==> config.mk <==
export PLATFORM = sky130hd
export DESIGN_NAME = half_vector_pack_flat
export DESIGN_NICKNAME = d
export VERILOG_FILES = /design/src/rtl/half_vector_pack_if.sv /design/src/rtl/half_vector_pack.sv /design/src/flat_wrapper.sv
export SDC_FILE = /design/constraint.sdc
export NUM_CORES = 1
export LEC_CHECK = 0
export ABC_AREA = 1
export BUFFER_PORTS_ARGS = -buffer_cell sky130_fd_sc_hd__buf_4
export CELL_PAD_IN_SITES_DETAIL_PLACEMENT = 1
export CELL_PAD_IN_SITES_GLOBAL_PLACEMENT = 1
export CORE_MARGIN = 4
export CORE_UTILIZATION = 42
export DETAILED_ROUTE_END_ITERATION = 10
export GPL_ROUTABILITY_DRIVEN = 1
export MAX_ROUTING_LAYER = met4
export PLACE_DENSITY = 0.89
export SLEW_MARGIN = 5
export SYNTH_ARGS = -nofsm -noshare
export SYNTH_HDL_FRONTEND = slang
export SYNTH_SLANG_ARGS = --single-unit
==> constraint.sdc <==
create_clock -name clk -period 2.23 [get_ports clk]
set_input_delay 0.446 -clock clk [delete_from_list [all_inputs] [get_ports clk]]
set_output_delay 0.446 -clock clk [all_outputs]
set_load 0.01 [all_outputs]
==> src/rtl/half_vector_pack_if.sv <==
// Stream-in / vector-out handshake bundle for half_vector_pack.
// The master modport is the producer/consumer side; the slave modport is the packer.
interface half_vector_pack_if #(
  parameter int WIDTH = 10
);
  localparam int CW = $clog2(WIDTH + 1);

  logic          in_valid;
  logic          in_ready;
  logic [15:0]   in_data;
  logic          in_last;
  logic          out_valid;
  logic          out_ready;
  logic [15:0]   out_vector [WIDTH];
  logic [CW-1:0] out_count;

  modport master (
    output in_valid, in_data, in_last, out_ready,
    input  in_ready, out_valid, out_vector, out_count
  );

  modport slave (
    input  in_valid, in_data, in_last, out_ready,
    output in_ready, out_valid, out_vector, out_count
  );
endinterface

==> src/rtl/half_vector_pack.sv <==
// Packs a stream of 16-bit half-float words into WIDTH-element vectors, zero-padding
// short vectors closed by in_last; a fill buffer plus an output register double-buffer the path.
module half_vector_pack #(
  parameter int WIDTH = 10
) (
  input logic               clk,
  input logic               rst,
  half_vector_pack_if.slave bus
);
  localparam int CW = $clog2(WIDTH + 1);

  typedef enum logic [0:0] {
    FILL = 1'b0,
    PEND = 1'b1
  } state_t;

  state_t        state_r;
  state_t        state_s;
  logic [CW-1:0] cnt_r;
  logic [CW-1:0] pend_count_r;
  logic [15:0]   fill_r       [WIDTH];
  logic [15:0]   fill_img_s   [WIDTH];
  logic [15:0]   out_vector_r [WIDTH];
  logic [CW-1:0] out_count_r;
  logic          out_valid_r;

  logic in_ready_s;
  logic accept_s;
  logic consume_s;
  logic complete_s;
  logic out_free_s;
  logic direct_move_s;
  logic pend_move_s;

  assign in_ready_s     = (state_r == FILL) & ~rst;
  assign accept_s       = bus.in_valid & in_ready_s;
  assign consume_s      = out_valid_r & bus.out_ready;
  assign complete_s     = accept_s & ((cnt_r == CW'(WIDTH - 1)) | bus.in_last);
  assign out_free_s     = ~out_valid_r | bus.out_ready;

  assign bus.in_ready   = in_ready_s;
  assign bus.out_valid  = out_valid_r;
  assign bus.out_vector = out_vector_r;
  assign bus.out_count  = out_count_r;

  // Completed-vector image: earlier words, the word accepted now, zero padding above it.
  always_comb begin
    for (int i = 0; i < WIDTH; i++) begin
      if (i < int'(cnt_r)) begin
        fill_img_s[i] = fill_r[i];
      end else if (i == int'(cnt_r)) begin
        fill_img_s[i] = bus.in_data;
      end else begin
        fill_img_s[i] = 16'h0000;
      end
    end
  end

  // Fill FSM next state and move decisions.
  always_comb begin
    state_s       = state_r;
    direct_move_s = 1'b0;
    pend_move_s   = 1'b0;
    case (state_r)
      FILL: begin
        if (complete_s) begin
          if (out_free_s) begin
            direct_move_s = 1'b1;
            state_s       = FILL;
          end else begin
            state_s       = PEND;
          end
        end else begin
          state_s = FILL;
        end
      end
      PEND: begin
        if (consume_s) begin
          pend_move_s = 1'b1;
          state_s     = FILL;
        end else begin
          state_s     = PEND;
        end
      end
      default: begin
        state_s = FILL;
      end
    endcase
  end

  // Fill FSM state register.
  always_ff @(posedge clk) begin
    if (rst) begin
      state_r <= FILL;
    end else begin
      state_r <= state_s;
    end
  end

  // Word counter and fill buffer; a vector that cannot move straight out is parked here.
  always_ff @(posedge clk) begin
    if (rst) begin
      cnt_r        <= {CW{1'b0}};
      pend_count_r <= {CW{1'b0}};
      for (int i = 0; i < WIDTH; i++) begin
        fill_r[i] <= 16'h0000;
      end
    end else begin
      if (complete_s) begin
        cnt_r <= {CW{1'b0}};
      end else if (accept_s) begin
        cnt_r <= cnt_r + CW'(1);
      end else begin
        cnt_r <= cnt_r;
      end
      if (complete_s & ~direct_move_s) begin
        fill_r       <= fill_img_s;
        pend_count_r <= cnt_r + CW'(1);
      end else if (accept_s) begin
        fill_r[cnt_r] <= bus.in_data;
      end else begin
        pend_count_r <= pend_count_r;
      end
    end
  end

  // Output register: loaded on a move, held stable otherwise.
  always_ff @(posedge clk) begin
    if (rst) begin
      out_valid_r <= 1'b0;
      out_count_r <= {CW{1'b0}};
      for (int i = 0; i < WIDTH; i++) begin
        out_vector_r[i] <= 16'h0000;
      end
    end else begin
      if (direct_move_s) begin
        out_vector_r <= fill_img_s;
        out_count_r  <= cnt_r + CW'(1);
        out_valid_r  <= 1'b1;
      end else if (pend_move_s) begin
        out_vector_r <= fill_r;
        out_count_r  <= pend_count_r;
        out_valid_r  <= 1'b1;
      end else if (consume_s) begin
        out_valid_r  <= 1'b0;
      end else begin
        out_valid_r  <= out_valid_r;
      end
    end
  end
endmodule

==> src/flat_wrapper.sv <==
// flat-port wrapper written by rule: the top's interface ports become plain ports
module half_vector_pack_flat 
#(
  parameter int WIDTH = 10
)
  (clk, rst, bus_in_valid, bus_in_data, bus_in_last, bus_out_ready, bus_in_ready, bus_out_valid, bus_out_vector, bus_out_count);
  half_vector_pack_if #(.WIDTH(WIDTH)) bus_i ();
  input logic clk;
  input logic rst;
  input wire logic [$bits(bus_i.in_valid)-1:0] bus_in_valid;
  input wire logic [$bits(bus_i.in_data)-1:0] bus_in_data;
  input wire logic [$bits(bus_i.in_last)-1:0] bus_in_last;
  input wire logic [$bits(bus_i.out_ready)-1:0] bus_out_ready;
  output wire logic [$bits(bus_i.in_ready)-1:0] bus_in_ready;
  output wire logic [$bits(bus_i.out_valid)-1:0] bus_out_valid;
  output wire logic [$bits(bus_i.out_vector)-1:0] bus_out_vector;
  output wire logic [$bits(bus_i.out_count)-1:0] bus_out_count;
  assign bus_i.in_valid = bus_in_valid;
  assign bus_i.in_data = bus_in_data;
  assign bus_i.in_last = bus_in_last;
  assign bus_i.out_ready = bus_out_ready;
  assign bus_in_ready = bus_i.in_ready;
  assign bus_out_valid = bus_i.out_valid;
  assign bus_out_vector = {>>{bus_i.out_vector}};
  assign bus_out_count = bus_i.out_count;
  half_vector_pack #(.WIDTH(WIDTH)) u_core (.clk(clk), .rst(rst), .bus(bus_i));
endmodule
==> run metrics <==
clock slew at the register clock pins of the worst setup and hold paths about 0.06 ns; part of the cycle the worst path needs 91.88%; slew at the pin closest to its max-slew limit 0.6988 ns; total negative slack 0 ns; final standard cell utilization of the core between 50% and 60%; total length of routed met2 wires 34.53 mm; # clock sinks 334; drt drc 0; Critical R2R Capture u_core.fill_r[19]; Critical R2R Launch u_core.cnt_r[0]; setup slack of the most critical reg-to-reg path 0.18 ns; Clock Skews 0.01307 ns; Crit Path Max Fanout 29; part of the Yosys area used for sequential elements a little under two fifths; total inserted antenna cells 0; worst rel slew slack between 50% and 60%; number of global-route vias before repair 21,077; arrival time reported for the critical path endpoint 2.45 ns; Post-CTS Hold Fix Bufs 0; final antenna-violating net count 0; global route total overflow 0; fin cells 3,517; antenna violations before repair 0; TritonCTS clock tree built; Worst R2R Path Depth 9; via count 20,034; post-DP HPWL 44.44 mm; combined global-route utilization of all metal layers 30.31%; Mapped Cells 2,879; die span in y 214.0 µm; port buffer count between 150 and 200; Detailed Routing Iterations Pass 1 7; Max Clk Rate 0.4881 GHz; count of H-tree levels built during CTS 2; global-route wire length before repair 111.4 mm; top cells by area, synth dfxtp_1 (38%), nand2_1 (18%), o21ai_0 (12%); Final Max Tran Viols 0; wire per inst 19.86 µm; Tmin final 2.049 ns; Cells after DPL 3,451; end of the critical path u_core.fill_r[19]; Worst Setup SP u_core.cnt_r[0]; synthesis-stage register bit count 334; total number of nets in the final design about 3,000; most used standard cell by instance count after synthesis nand2_1; cell area after technology mapping 17,820 µm²; path class of the lowest-slack min-delay path primary input to flip-flop; fraction of synthesis flops using an asynchronous set or reset pin 0%; starting density of the core 42.47%; leading post-synthesis cells by instance count nand2_1 (865), o21ai_0 (417), dfxtp_1 (334); CTS Root Cell clkbuf_16; average cell area after synthesis 6.188 µm²; type of origin of the critical path flip-flop; critical path required time around 2.6 ns; highest metal used met4; Distinct cells, synth 31; Core Area ~42,000 µm²; fraction of final layout cells sized beyond drive strength 1 11.58%; number of primary I/O pins 187; dominant synthesized flop cell dfxtp_1; Lkg Pwr 0.009027 µW; number of DRC markers in iteration 0 roughly 1,600; num rows 75; via count normalized by instance count 5.696; unrepaired setup endpoints after global routing no; status completed; reported max-cap violation count 0; capturing element type of the critical path flip-flop; post-synth top area share 37.53%; overall routed net length 69.86 mm; number of hold violations in the final report 0; kind of critical path flip-flop to flip-flop; maximum vdd ir drop about 0.46 mV; clock latency on the worst-skew pair 0.56 ns; GP Congestion 0.8590; total power per unit cell area 678.1 nW/µm²; biggest area consumer among synthesized cells dfxtp_1; worst hold-check slack 0.2020 ns; maximum buffer depth of the clock tree 3; Post-synth EDFFs 0; largest net degree at the start of global routing 89; final setup violation count 0; total clock buffers created by CTS 39; die span in x ~210 µm; syn nets 2,904; hold path cells 4; total met3 wirelength after detailed routing 4.129 mm; met1 wire length 27.85 mm; area added between synthesis and finish 18.22%; synthesis warning total 0; area of the die 45,780 µm²
state kept, by name (all words and copies together), names as in the netlist:
signal                 flops
u_core.bus.out_vector    160
u_core.bus.out_valid       1
u_core.fill_r            160
u_core.cnt_r               4
u_core.pend_count_r        4
u_core.bus.out_count       4
u_core.state_r             1
how the worst min path moves through the flow:
| stage | endpoint | from |
|---|---|---|
| after floorplan | u_core.pend_count_r[3] | u_core.pend_count_r[3] |
| after global placement | u_core.pend_count_r[3] | u_core.pend_count_r[3] |
| after detailed placement | u_core.pend_count_r[3] | u_core.pend_count_r[3] |
| after CTS | u_core.state_r | bus_out_ready |
| after global routing | u_core.state_r | bus_out_ready |
| final | u_core.state_r | bus_out_ready |
per-layer routing:
layer	track usage, %	vias up
li1	-	9335
met1	34.14	9840
met2	52.85	653
met3	4.865	206
met4	14.13	0
met5	-	-
stage by stage:
step	total power [µW]	setup WS, ns	instance area (µm²)
after floorplan	7253	0.4590	17820
after global placement	7916	0.2499	19800
after detailed placement	7991	0.02705	19800
after CTS	14360	0.04148	21040
after global routing	14780	0.009369	21060
final	14280	0.1810	21060
cells by family (layout without fill, tap and decap cells):
logic type               Yosys count  count (layout)  share of synthesized area [%]
XOR/XNOR                           2               2                        0.09834
AND/OR/NAND/NOR                 1298            1298                          29.25
flip-flops                       334             334                          37.53
AO/OA/AOI/OAI                    699             699                          20.72
buffers and inverters            542             641                          12.12
adder cells (fa/ha/maj)            4               4                         0.2809
power breakdown:
part	leakage, µW	internal, µW	switching, µW	total, µW
clock network	0.000611	3740	2650	6390
logic	0.00571	563	1040	1600
registers	0.00271	6150	147	6300
total	0.00903	10500	3830	14300
worst max-delay path, stage by stage, from the launching register on:
cell and delay [ns]:
dfxtp_1 0.47, inv_1 0.15, ha_1 0.25, nand3_1 0.18
clkinvlp_4 0.13, nand2_1 0.08, buf_4 0.28, o21ai_0 0.17
nand2_1 0.12, a21oi_1 0.08
placed cells by master, fill, tap and decap left out:
cell,n
o21ai_1,11
a21oi_1,198
xor2_1,1
nor2_4,3
clkinv_1,1
o31ai_1,1
xnor2_1,1
nand3_4,3
dfxtp_1,334
o21ai_0,417
clkbuf_8,12
clkinv_2,3
clkbuf_16,41
nand2_1,865
buf_12,23
nor2_2,7
inv_6,1
nand2_4,1
o21ai_2,1
o211a_1,13
ha_1,4
nor2_1,203
clkbuf_1,10
nor3b_1,3
nand4_1,2
o211ai_1,42
inv_1,305
o22ai_1,16
nand2_2,4
clkinvlp_4,2
nand3_1,206
buf_4,235
inv_2,6
buf_6,2
nand4_2,1
repair_timing:
item                                    in CTS  in global routing
pin swaps                                    0                  0
hold endpoints to repair                     0                  0
buffers inserted                             0                  1
gates resized for setup                      1                  4
endpoints found under the setup margin       2                 15
cell type report:
type | count | area [µm²]
timing repair buffer | 260 | 2247
inverter | 316 | 1200
tap | 539 | 674.4
multi-input combinational | 2003 | 9016
fill | 5620 | 20880
sequential | 334 | 6686
clock buffer | 63 | 1229
clock inverter | 2 | 10.01
Note: power is estimated with default switching activity, not from simulation.
